## config.mk

```make
export PLATFORM = sky130hd
export DESIGN_NAME = dmem_arbiter_flat
export DESIGN_NICKNAME = d
export VERILOG_FILES = /design/src/rtl/dmem_arbiter_if.sv /design/src/rtl/dmem_arbiter.sv /design/src/flat_wrapper.sv
export SDC_FILE = /design/constraint.sdc
export NUM_CORES = 1
export LEC_CHECK = 0
export ABC_AREA = 1
export BUFFER_PORTS_ARGS = -buffer_cell sky130_fd_sc_hd__buf_4
export CORE_AREA = 2 2 123 125
export CTS_BUF_LIST = sky130_fd_sc_hd__clkbuf_4 sky130_fd_sc_hd__clkbuf_8
export DETAILED_ROUTE_END_ITERATION = 10
export DIE_AREA = 0 0 125 127
export RECOVER_POWER = 25
export SLEW_MARGIN = 10
export SYNTH_ARGS = -nofsm -noshare
export SYNTH_HDL_FRONTEND = slang
export SYNTH_SLANG_ARGS = --single-unit
```

## constraint.sdc

```tcl
create_clock -name clk -period 5.5 [get_ports clk]
set_input_delay 0.275 -clock clk [delete_from_list [all_inputs] [get_ports clk]]
set_output_delay 0.275 -clock clk [all_outputs]
set_load 0.02 [all_outputs]
```

## src/rtl/dmem_arbiter_if.sv

```systemverilog
// Bus bundle for the two-port data-memory arbiter: both requester ports, the
// memory-side port and the contention counter.
// slave  : the arbiter's view.
// master : the environment's view (requesters plus the data memory).
interface dmem_arbiter_if #(
  parameter int DATA_WIDTH = 32
);
  // Requester port 0
  logic                  req0;
  logic                  lock0;
  logic                  we0;
  logic [DATA_WIDTH-1:0] a0;
  logic [DATA_WIDTH-1:0] wd0;
  logic                  gnt0;
  logic [DATA_WIDTH-1:0] rd0;
  logic                  valid0;

  // Requester port 1
  logic                  req1;
  logic                  lock1;
  logic                  we1;
  logic [DATA_WIDTH-1:0] a1;
  logic [DATA_WIDTH-1:0] wd1;
  logic                  gnt1;
  logic [DATA_WIDTH-1:0] rd1;
  logic                  valid1;

  // Data-memory side
  logic                  mem_we;
  logic [DATA_WIDTH-1:0] mem_a;
  logic [DATA_WIDTH-1:0] mem_wd;
  logic [DATA_WIDTH-1:0] mem_rd;

  // Contention statistics
  logic [15:0]           conflict_cnt;

  modport slave (
    input  req0, lock0, we0, a0, wd0,
    input  req1, lock1, we1, a1, wd1,
    input  mem_rd,
    output gnt0, rd0, valid0,
    output gnt1, rd1, valid1,
    output mem_we, mem_a, mem_wd,
    output conflict_cnt
  );

  modport master (
    output req0, lock0, we0, a0, wd0,
    output req1, lock1, we1, a1, wd1,
    output mem_rd,
    input  gnt0, rd0, valid0,
    input  gnt1, rd1, valid1,
    input  mem_we, mem_a, mem_wd,
    input  conflict_cnt
  );
endinterface

```

## src/rtl/dmem_arbiter.sv

```systemverilog
// Two-port data-memory arbiter.
// - Alternating priority on ties, steered by the index of the last granted port.
// - A port holding LOCK keeps ownership for up to MAX_HOLD back-to-back
//   grants. It yields only when the other port is waiting.
// - Read data is captured into a per-port register. A one-cycle VALID pulse
//   marks each new value.
// Optional feature: define DMEM_ARB_CONFLICT_CNT_EN to build the saturating
// contention counter. Without it conflict_cnt is tied to zero.
module dmem_arbiter #(
  parameter int DATA_WIDTH = 32,
  parameter int MAX_HOLD   = 8    // legal range 2..255
) (
  input logic           clk,
  input logic           rst,
  dmem_arbiter_if.slave bus
);

  typedef enum logic [1:0] {
    IDLE = 2'd0,
    OWN0 = 2'd1,
    OWN1 = 2'd2
  } state_t;

  localparam logic [7:0] MAX_HOLD_C = 8'(MAX_HOLD);

  state_t                state;
  state_t                state_nxt;
  logic                  last;       // index of the most recently granted port
  logic                  last_nxt;
  logic [7:0]            hold_cnt;   // consecutive grants to the owning port
  logic [7:0]            hold_nxt;

  logic                  gnt0_c;
  logic                  gnt1_c;
  logic                  idle_gnt0;
  logic                  idle_gnt1;
  logic                  use_idle_arb;

  logic [DATA_WIDTH-1:0] rd0_q;
  logic [DATA_WIDTH-1:0] rd1_q;
  logic                  valid0_q;
  logic                  valid1_q;

  // Unlocked arbitration: a lone requester wins. On a tie, the port that was
  // not granted last wins. LAST resets to 1, so port 0 takes the first tie.
  assign idle_gnt0 = bus.req0 & (~bus.req1 | last);
  assign idle_gnt1 = bus.req1 & (~bus.req0 | ~last);

  // Grant selection and next ownership state.
  // NOTE: every variable assigned here gets a default first. A path that
  // leaves one unassigned would infer a latch.
  always_comb begin
    state_nxt    = state;
    hold_nxt     = hold_cnt;
    gnt0_c       = 1'b0;
    gnt1_c       = 1'b0;
    use_idle_arb = 1'b0;

    case (state)
      IDLE: use_idle_arb = 1'b1;

      OWN0: begin
        if (!bus.req0) begin
          // The owner went quiet, so arbitrate this cycle as if unlocked.
          use_idle_arb = 1'b1;
        end else if (hold_cnt < MAX_HOLD_C) begin
          gnt0_c    = 1'b1;
          state_nxt = bus.lock0 ? OWN0 : IDLE;
          hold_nxt  = bus.lock0 ? hold_cnt + 8'd1 : 8'd0;
        end else if (bus.req1) begin
          // The hold budget is spent and port 1 is waiting, so it takes over.
          gnt1_c    = 1'b1;
          state_nxt = bus.lock1 ? OWN1 : IDLE;
          hold_nxt  = bus.lock1 ? 8'd1 : 8'd0;
        end else begin
          // Nobody else wants the memory. The owner keeps it and the count
          // stays saturated.
          gnt0_c    = 1'b1;
          state_nxt = bus.lock0 ? OWN0 : IDLE;
          hold_nxt  = bus.lock0 ? hold_cnt : 8'd0;
        end
      end

      OWN1: begin
        if (!bus.req1) begin
          use_idle_arb = 1'b1;
        end else if (hold_cnt < MAX_HOLD_C) begin
          gnt1_c    = 1'b1;
          state_nxt = bus.lock1 ? OWN1 : IDLE;
          hold_nxt  = bus.lock1 ? hold_cnt + 8'd1 : 8'd0;
        end else if (bus.req0) begin
          gnt0_c    = 1'b1;
          state_nxt = bus.lock0 ? OWN0 : IDLE;
          hold_nxt  = bus.lock0 ? 8'd1 : 8'd0;
        end else begin
          gnt1_c    = 1'b1;
          state_nxt = bus.lock1 ? OWN1 : IDLE;
          hold_nxt  = bus.lock1 ? hold_cnt : 8'd0;
        end
      end

      default: begin
        state_nxt = IDLE;
        hold_nxt  = 8'd0;
      end
    endcase

    if (use_idle_arb) begin
      gnt0_c = idle_gnt0;
      gnt1_c = idle_gnt1;
      if (idle_gnt0 && bus.lock0) begin
        state_nxt = OWN0;
        hold_nxt  = 8'd1;
      end else if (idle_gnt1 && bus.lock1) begin
        state_nxt = OWN1;
        hold_nxt  = 8'd1;
      end else begin
        state_nxt = IDLE;
        hold_nxt  = 8'd0;
      end
    end

    // Grants are combinational, so reset must suppress them directly rather
    // than wait for the state register.
    if (rst) begin
      gnt0_c = 1'b0;
      gnt1_c = 1'b0;
    end
  end

  assign last_nxt = gnt0_c ? 1'b0 : (gnt1_c ? 1'b1 : last);

  // Arbiter state: ownership, hold counter and last-granted index.
  // NOTE: sequential state uses non-blocking assignments. All flops update
  // together from pre-edge values, with no ordering races between blocks.
  always_ff @(posedge clk or posedge rst) begin
    if (rst) begin
      state    <= IDLE;
      last     <= 1'b1;
      hold_cnt <= 8'd0;
    end else begin
      state    <= state_nxt;
      last     <= last_nxt;
      hold_cnt <= hold_nxt;
    end
  end

  // Memory request mux. The bus stays all-zero when no port is granted.
  assign bus.mem_we = (gnt0_c & bus.we0) | (gnt1_c & bus.we1);
  assign bus.mem_a  = gnt0_c ? bus.a0  : (gnt1_c ? bus.a1  : '0);
  assign bus.mem_wd = gnt0_c ? bus.wd0 : (gnt1_c ? bus.wd1 : '0);

  // Read-data capture at the grant edge. VALID marks the cycle after a read.
  // NOTE: the read-data registers are cleared on reset because a stale RD
  // must not survive reset. The data memory itself lives outside this block.
  always_ff @(posedge clk or posedge rst) begin
    if (rst) begin
      rd0_q    <= '0;
      rd1_q    <= '0;
      valid0_q <= 1'b0;
      valid1_q <= 1'b0;
    end else begin
      valid0_q <= gnt0_c & ~bus.we0;
      valid1_q <= gnt1_c & ~bus.we1;
      if (gnt0_c && !bus.we0) rd0_q <= bus.mem_rd;
      if (gnt1_c && !bus.we1) rd1_q <= bus.mem_rd;
    end
  end

  assign bus.gnt0   = gnt0_c;
  assign bus.gnt1   = gnt1_c;
  assign bus.rd0    = rd0_q;
  assign bus.rd1    = rd1_q;
  assign bus.valid0 = valid0_q;
  assign bus.valid1 = valid1_q;

`ifdef DMEM_ARB_CONFLICT_CNT_EN
  logic [15:0] conflict_q;

  // Count cycles in which both ports request, saturating at all-ones.
  always_ff @(posedge clk or posedge rst) begin
    if (rst) begin
      conflict_q <= 16'd0;
    end else if (bus.req0 && bus.req1 && conflict_q != 16'hFFFF) begin
      conflict_q <= conflict_q + 16'd1;
    end
  end

  assign bus.conflict_cnt = conflict_q;
`else
  assign bus.conflict_cnt = 16'd0;
`endif

endmodule

```

## src/flat_wrapper.sv

```systemverilog
// flat-port wrapper written by rule: the top's interface ports become plain ports
module dmem_arbiter_flat 
#(
  parameter int DATA_WIDTH = 32,
  parameter int MAX_HOLD   = 8                         
)
  (clk, rst, bus_req0, bus_lock0, bus_we0, bus_a0, bus_wd0, bus_req1, bus_lock1, bus_we1, bus_a1, bus_wd1, bus_mem_rd, bus_gnt0, bus_rd0, bus_valid0, bus_gnt1, bus_rd1, bus_valid1, bus_mem_we, bus_mem_a, bus_mem_wd, bus_conflict_cnt);
  dmem_arbiter_if #(.DATA_WIDTH(DATA_WIDTH)) bus_i ();
  input logic clk;
  input logic rst;
  input wire logic [$bits(bus_i.req0)-1:0] bus_req0;
  input wire logic [$bits(bus_i.lock0)-1:0] bus_lock0;
  input wire logic [$bits(bus_i.we0)-1:0] bus_we0;
  input wire logic [$bits(bus_i.a0)-1:0] bus_a0;
  input wire logic [$bits(bus_i.wd0)-1:0] bus_wd0;
  input wire logic [$bits(bus_i.req1)-1:0] bus_req1;
  input wire logic [$bits(bus_i.lock1)-1:0] bus_lock1;
  input wire logic [$bits(bus_i.we1)-1:0] bus_we1;
  input wire logic [$bits(bus_i.a1)-1:0] bus_a1;
  input wire logic [$bits(bus_i.wd1)-1:0] bus_wd1;
  input wire logic [$bits(bus_i.mem_rd)-1:0] bus_mem_rd;
  output wire logic [$bits(bus_i.gnt0)-1:0] bus_gnt0;
  output wire logic [$bits(bus_i.rd0)-1:0] bus_rd0;
  output wire logic [$bits(bus_i.valid0)-1:0] bus_valid0;
  output wire logic [$bits(bus_i.gnt1)-1:0] bus_gnt1;
  output wire logic [$bits(bus_i.rd1)-1:0] bus_rd1;
  output wire logic [$bits(bus_i.valid1)-1:0] bus_valid1;
  output wire logic [$bits(bus_i.mem_we)-1:0] bus_mem_we;
  output wire logic [$bits(bus_i.mem_a)-1:0] bus_mem_a;
  output wire logic [$bits(bus_i.mem_wd)-1:0] bus_mem_wd;
  output wire logic [$bits(bus_i.conflict_cnt)-1:0] bus_conflict_cnt;
  assign bus_i.req0 = bus_req0;
  assign bus_i.lock0 = bus_lock0;
  assign bus_i.we0 = bus_we0;
  assign bus_i.a0 = bus_a0;
  assign bus_i.wd0 = bus_wd0;
  assign bus_i.req1 = bus_req1;
  assign bus_i.lock1 = bus_lock1;
  assign bus_i.we1 = bus_we1;
  assign bus_i.a1 = bus_a1;
  assign bus_i.wd1 = bus_wd1;
  assign bus_i.mem_rd = bus_mem_rd;
  assign bus_gnt0 = bus_i.gnt0;
  assign bus_rd0 = bus_i.rd0;
  assign bus_valid0 = bus_i.valid0;
  assign bus_gnt1 = bus_i.gnt1;
  assign bus_rd1 = bus_i.rd1;
  assign bus_valid1 = bus_i.valid1;
  assign bus_mem_we = bus_i.mem_we;
  assign bus_mem_a = bus_i.mem_a;
  assign bus_mem_wd = bus_i.mem_wd;
  assign bus_conflict_cnt = bus_i.conflict_cnt;
  dmem_arbiter #(.DATA_WIDTH(DATA_WIDTH), .MAX_HOLD(MAX_HOLD)) u_core (.clk(clk), .rst(rst), .bus(bus_i));
endmodule
```

==> results.json, run 1 <==
{
  "syn_area_um2": 4530,
  "start_kind": "flip-flop",
  "maxSlewHeadroom_pct": 24.6,
  "tns_ns": 0,
  "rsz0062_at_grt": "false",
  "syn_to_final_growth_pct": 53.6,
  "clk_pin_slew_ns": 0.08,
  "wirelength_um": 17400,
  "status": "complete, no violations",
  "vias": 5234,
  "placed_cell_area_um2": 6770,
  "antennaDiodeCount": 0,
  "clock.fmax_ghz": 0.258,
  "cts_root_buf": "clkbuf_8",
  "clock_path_buffers": 2,
  "layout-drive-gt1-share_pct": 37.0,
  "synth-seq-cells": 77,
  "yosys.area.top_type": "dfrtp_1",
  "cap_violations": 0,
  "cp-end-kind": "output pin",
  "r2r-end": "u_core.last",
  "min_to": "u_core.bus.rd1[2]",
  "rows": 44,
  "netlist_top_cells_count": "nand2_1 (290), dfrtp_1 (76), nand3_1 (75)",
  "wl_per_cell_um": 15.9,
  "finalHoldViolCount": 0,
  "initial_core_util_pct": 31.4,
  "die-area_um2": 15900,
  "yosys_warnings": 0,
  "dieWidth_um": 125,
  "ys.flop_type": "dfrtp_1",
  "fin_skew_ns": 0.0107,
  "synth_compound_area_share_pct": 2.07,
  "synth_most_common_cell": "nand2_1",
  "rrSetupSlack_ns": 2.62,
  "synthAdderAreaFrac_pct": 1.38,
  "numCtsBuffers": 9,
  "grt_pass1_wl_um": 26200,
  "setup_violations": 0,
  "drtIter0Drc": 328,
  "crit_type": "flip-flop to output pin",
  "synth_top_family_by_area": "simple AND/OR/NAND/NOR gates",
  "globalplace.congestion": 0.844,
  "io_buffers": 300,
  "cp.required_ns": 5.22,
  "ys_types": 27,
  "first_global_vias": 4916,
  "drc": 0,
  "hold_depth": 3,
  "leakage_nw": 4.00,
  "cts-resized-gates": 0,
  "clock-sinks": 77,
  "reg2reg_depth": 10,
  "synth_top_area_share_pct": 42.0,
  "yosys-top-cells-area": "dfrtp_1 (42%), nand2_1 (24%), nand4_1 (9.0%), nand3_1 (8.3%), buf_4 (3.8%)",
  "synth_edf_count": 0,
  "async_flop_share_pct": 100,
  "grt_antenna_before_repair": 0,
  "htree_levels": 3,
  "arrival_ns": 3.60,
  "powerDensity_nw_per_um2": 462,
  "ir_drop_mv": 0.154,
  "coreArea_um2": 14400,
  "utilization_pct": 48.2,
  "syn_avg_cell_area_um2": 7.13,
  "fin_nets": 1080,
  "grt.total_usage_pct": 20.5,
  "r2r-start": "u_core.state[1]",
  "postRouteAntennaNets": 0,
  "crit_fanout": 66,
  "hp-start": "bus_mem_rd[2]",
  "hp-class": "input pin to flip-flop",
  "synth_xor_area_share_pct": 0,
  "synthSimpleGateAreaFrac_pct": 43.5,
  "boundaryPins": 317,
  "finalMaxSlewViolations": 0,
  "insertion_delay_ns": 0.34,
  "vias_per_cell": 4.78,
  "min_period_ns": 3.87,
  "synth.mux.area_fraction_pct": 0,
  "post-route-period-util_pct": 70.4,
  "final_cell_area_um2": 6960,
  "fillCellCount": 1482,
  "firstDrtPassIters": 5,
  "grt_max_degree": 79,
  "gr-total-overflow": 0,
  "dp_hpwl_um": 12800,
  "ctsHoldBuffers": 0,
  "yosysSeqAreaShare_pct": 42.6,
  "cts_setup_buffers": 0,
  "die_h_um": 127,
  "cts_tree": "done",
  "synthCells": 635,
  "worstMarginPinSlew_ns": 1.13
}
-- cell usage in the layout, fill, tap and decap left out, drive strengths merged --
cell        n
a21oi       5
buf       307
clkbuf     13
clkinv      2
clkinvlp    4
conb       16
dfrtp      76
dfstp       1
ha          5
inv        26
nand2     293
nand3      75
nand3b      1
nand4      65
nor2       14
o21ai       6
o221ai      2
o22ai       1
-- power by group --
part / leakage [nW] / internal (mW) / switching (mW)
Clock: 0.0887 / 0.195 / 0.209
Sequential: 0.971 / 0.805 / 0.135
Combinational: 2.94 / 0.715 / 1.16
-- critical path: stages (launching register included) --
cell and delay, ns:
dfrtp_1 0.38, inv_1 0.09, ha_1 0.26, a21oi_4 0.19, nand2_4 0.10, nand2_8 0.11
o21ai_1 0.08, inv_2 0.49, nand2_2 0.12, inv_2 0.81, nand2_1 0.26, nand2_1 0.15
buf_4 0.15
-- worst max-delay path by stage --
stage               startpoint           end  slack [ns]  depth (start not counted)
2_1_floorplan              rst    bus_mem_we        2.19                          6
3_3_place_gp          bus_req0  bus_mem_a[4]        2.01                         10
3_5_place_dp   u_core.state[1]  bus_mem_a[4]        2.03                         12
4_1_cts        u_core.state[1]  bus_mem_a[4]        1.62                         12
5_1_grt        u_core.state[1]  bus_mem_a[4]        1.38                         12
6_report       u_core.state[1]  bus_mem_a[4]        1.63                         12
-- registers in the layout (all words and copies together), names as in the netlist --
name	flops
u_core.bus.rd0	32
u_core.bus.rd1	32
u_core.hold_cnt	8
u_core.state	2
u_core.bus.valid0	1
u_core.bus.valid1	1
u_core.last	1
-- kinds of logic (layout without fill, tap and decap cells) --
kind of cell             Yosys count  count (layout)
buffers and inverters             90             352
other                              1              16
flip-flops                        77              77
AO/OA/AOI/OAI                     14              14
AND/OR/NAND/NOR                  448             448
adder cells (fa/ha/maj)            5               5
-- routing by layer --
layer  global-route usage [%]  up-vias  share of wire, %
met5                        0        -                 0
met4                     5.03        0               1.7
met3                     5.23       18               9.0
met2                     33.6      276                49
met1                     27.2     2353                41
li1                         -     2587                 -
-- final cells by class --
type                            instances  area [um2]  area share, %
Inverter                               28         106           1.53
Clock buffer                           12         159           2.28
Tap cell                              184         230           3.31
Timing Repair Buffer                  308        2310           33.2
Clock inverter                          4        31.3          0.449
Multi-Input combinational cell        483        2190           31.5
Sequential cell                        77        1930           27.7
-- per-stage QoR --
step	hold slack, ns	setup slack, ns	power [mW]	cells
floorplan	0.432	2.19	2.00	650
global placement	0.456	2.01	2.83	1080
detailed placement	0.460	2.03	2.83	1080
CTS	0.170	1.62	3.24	1096
global route	0.181	1.38	3.43	1096
finish	0.186	1.63	3.21	1096
No activity file was read; power rests on OpenSTA's default activity.
==> inputs of run 2 (changes only) <==
--- a/config.mk
+++ b/config.mk
@@ -5,12 +5,12 @@
 export SDC_FILE = /design/constraint.sdc
 export NUM_CORES = 1
 export LEC_CHECK = 0
-export ABC_AREA = 1
+export ABC_AREA = 0
 export BUFFER_PORTS_ARGS = -buffer_cell sky130_fd_sc_hd__buf_4
-export CORE_AREA = 2 2 123 125
+export CORE_AREA = 2 2 121 123
 export CTS_BUF_LIST = sky130_fd_sc_hd__clkbuf_4 sky130_fd_sc_hd__clkbuf_8
 export DETAILED_ROUTE_END_ITERATION = 10
-export DIE_AREA = 0 0 125 127
+export DIE_AREA = 0 0 123 125
 export RECOVER_POWER = 25
 export SLEW_MARGIN = 10
 export SYNTH_ARGS = -nofsm -noshare
==> constraint.sdc (replaced) <==
create_clock -name clk -period 3.85 [get_ports clk]
set_input_delay 0.1925 -clock clk [delete_from_list [all_inputs] [get_ports clk]]
set_output_delay 0.1925 -clock clk [all_outputs]
set_load 0.02 [all_outputs]
==> run 2 against run 1 <==
The run now ends with capacitance limit, slew limit left. Via count fell by 23%. Power rose by 27%. Combinational power rose by 12%. Setup slack got worse by 1.4 ns. Sequential share of layout area rose by 0.99 points. Synthesized area fell by 8.0%. Non-clock buffer count fell by 3. Cell area fell by 3.4%. Register-to-register slack got worse by 1.6 ns. Count of clock-buffer cells in the layout fell by 3. Cell count fell by 25%. Utilization fell by 0.93 points.
==> results.json, run 2 <==
{
  "postRouteAntennaNets": 0,
  "vias_per_cell": 4.87,
  "ctsHoldBuffers": 0,
  "cts_tree": "done",
  "wl_per_cell_um": 20.4,
  "yosys_warnings": 0,
  "yosysSeqAreaShare_pct": 46.3,
  "layout_common_cells": "buf_4 (302), dfrtp_1 (76), mux2_2 (65)",
  "placed_cell_area_um2": 6510,
  "rsz0062_at_grt": "false",
  "crit_fanout": 57,
  "drc": 0,
  "first_global_vias": 4001,
  "synthCells": 339,
  "cts_root_buf": "clkbuf_8",
  "synth_edf_count": 0,
  "cts_setup_buffers": 0,
  "seq_area_um2": 1930,
  "drtIter0Drc": 264,
  "violations": "capacitance limit, slew limit",
  "cp-end-kind": "output pin",
  "synth_top_area_share_pct": 45.6,
  "setup_violations": 0,
  "ys_types": 46,
  "grt_antenna_before_repair": 3,
  "dieWidth_um": 123,
  "post-route-period-util_pct": 94.3,
  "hp-class": "input pin to flip-flop",
  "ir_drop_mv": 0.356,
  "netlist_top_cells_count": "dfrtp_1 (76), mux2_2 (65), a22o_2 (35)",
  "multi_input_area_um2": 2010,
  "grt_pass1_wl_um": 24400,
  "die-area_um2": 15400,
  "final_cell_area_um2": 6720,
  "vias": 4010,
  "insertion_delay_ns": 0.36,
  "dp_hpwl_um": 13400,
  "powerDensity_nw_per_um2": 609,
  "syn_to_final_growth_pct": 61.3,
  "leakage_nw": 3.33,
  "async_flop_share_pct": 100,
  "cap_violations": 1,
  "rows": 44,
  "syn_avg_cell_area_um2": 12.3,
  "synth_most_common_cell": "dfrtp_1",
  "io_buffers": 300,
  "arrival_ns": 3.44,
  "clock-sinks": 77,
  "clock_path_buffers": 2,
  "gr-total-overflow": 0,
  "finalHoldViolCount": 0,
  "clock.fmax_ghz": 0.275,
  "syn_area_um2": 4170,
  "die_h_um": 125,
  "finalMaxSlewViolations": 78,
  "fin_nets": 804,
  "numCtsBuffers": 9,
  "firstDrtPassIters": 4,
  "final_common_cell": "buf_4",
  "clk_pin_slew_ns": 0.10,
  "tns_ns": 0,
  "status": "complete, but fails checks",
  "layout-drive-gt1-share_pct": 68.4,
  "grt.total_usage_pct": 21.3,
  "crit_type": "flip-flop to output pin",
  "yosys.area.top_type": "dfrtp_1",
  "initial_core_util_pct": 29.3,
  "yosys-top-cells-area": "dfrtp_1 (46%), mux2_2 (18%), a22o_2 (8.4%), a22o_1 (6.3%), buf_4 (2.9%)",
  "synth-seq-cells": 77,
  "fillCellCount": 1330,
  "maxSlewHeadroom_pct": -30.3,
  "cp.required_ns": 3.66,
  "htree_levels": 3,
  "globalplace.congestion": 0.969,
  "cts-resized-gates": 0,
  "min_period_ns": 3.63,
  "grt_max_degree": 78,
  "wirelength_um": 16800,
  "start_kind": "flip-flop",
  "ys.flop_type": "dfrtp_1",
  "coreArea_um2": 14200,
  "boundaryPins": 317,
  "worstMarginPinSlew_ns": 1.95,
  "fin_skew_ns": 0.0157
}
==> run 2: stage by stage <==
stage	setup WS (ns)	hold WS, ns	utilization (%)	total power [mW]	instances
2_1_floorplan	0.757	0.343	-	2.47	354
3_3_place_gp	0.770	0.433	45.8	3.43	804
3_5_place_dp	0.676	0.438	45.8	3.46	804
4_1_cts	0.253	0.0417	47.3	4.14	820
5_1_grt	0.0211	0.0456	47.3	4.30	823
6_report	0.220	0.0643	47.3	4.09	823
==> run 2: where the power goes <==
part / internal (mW) / leakage (nW) / switching (mW) / total, mW
combinational: 1.00 / 2.29 / 1.09 / 2.09
clock: 0.318 / 0.106 / 0.342 / 0.660
sequential: 1.15 / 0.935 / 0.193 / 1.34
total: 2.47 / 3.33 / 1.62 / 4.09
==> run 2: cell type report <==
class	count	area share [%]
Timing Repair Buffer	305	34.2
Sequential cell	77	28.7
Antenna cell	3	0.112
Tap cell	184	3.43
Multi-Input combinational cell	229	29.9
Inverter	9	0.521
Clock inverter	7	1.32
Clock buffer	9	1.84
==> run 2: final timing paths <==
kind	slack, ns	end	start	depth (start not counted)
max in group asynchronous	1.96	u_core.bus.rd0[16]	rst	3
max reg2reg	1.02	u_core.bus.rd1[28]	u_core.state[0]	8
min in group asynchronous	0.74	u_core.bus.rd1[22]	rst	3
max	0.22	bus_mem_wd[12]	u_core.state[0]	9
min	0.06	u_core.bus.rd0[3]	bus_mem_rd[3]	2
min reg2reg	0.51	u_core.bus.rd1[24]	u_core.bus.rd1[24]	1
==> run 2: per-layer routing <==
| metal | global-route usage, % | vias up | routed length [um] |
|---|---|---|---|
| li1 | - | 1839 | - |
| met2 | 34.7 | 192 | 8510 |
| met3 | 7.98 | 14 | 1540 |
| met4 | 6.35 | 0 | 182 |
| met5 | 0 | - | 0 |
| met1 | 26.2 | 1965 | 6550 |
==> run 2: critical path, stage by stage (launching register included) <==
cell and delay, ns:
dfrtp_1 0.43, inv_1 0.10, ha_1 0.28, nor2b_1 0.36, nor3_2 0.15, nor3_1 0.65
o21a_2 0.39, buf_12 0.28, a22o_1 0.24, buf_4 0.16
==> run 2: kinds of logic (layout without fill, tap and decap cells) <==
kind of cell	Yosys count	count (layout)	share of synthesized area [%]
compound gates	104	104	22.3
mux	65	65	17.6
flops	77	77	46.3
other cells	1	19	0.0900
buf+inv	48	330	7.21
simple gates	39	39	5.05
fa+ha+maj	5	5	1.50
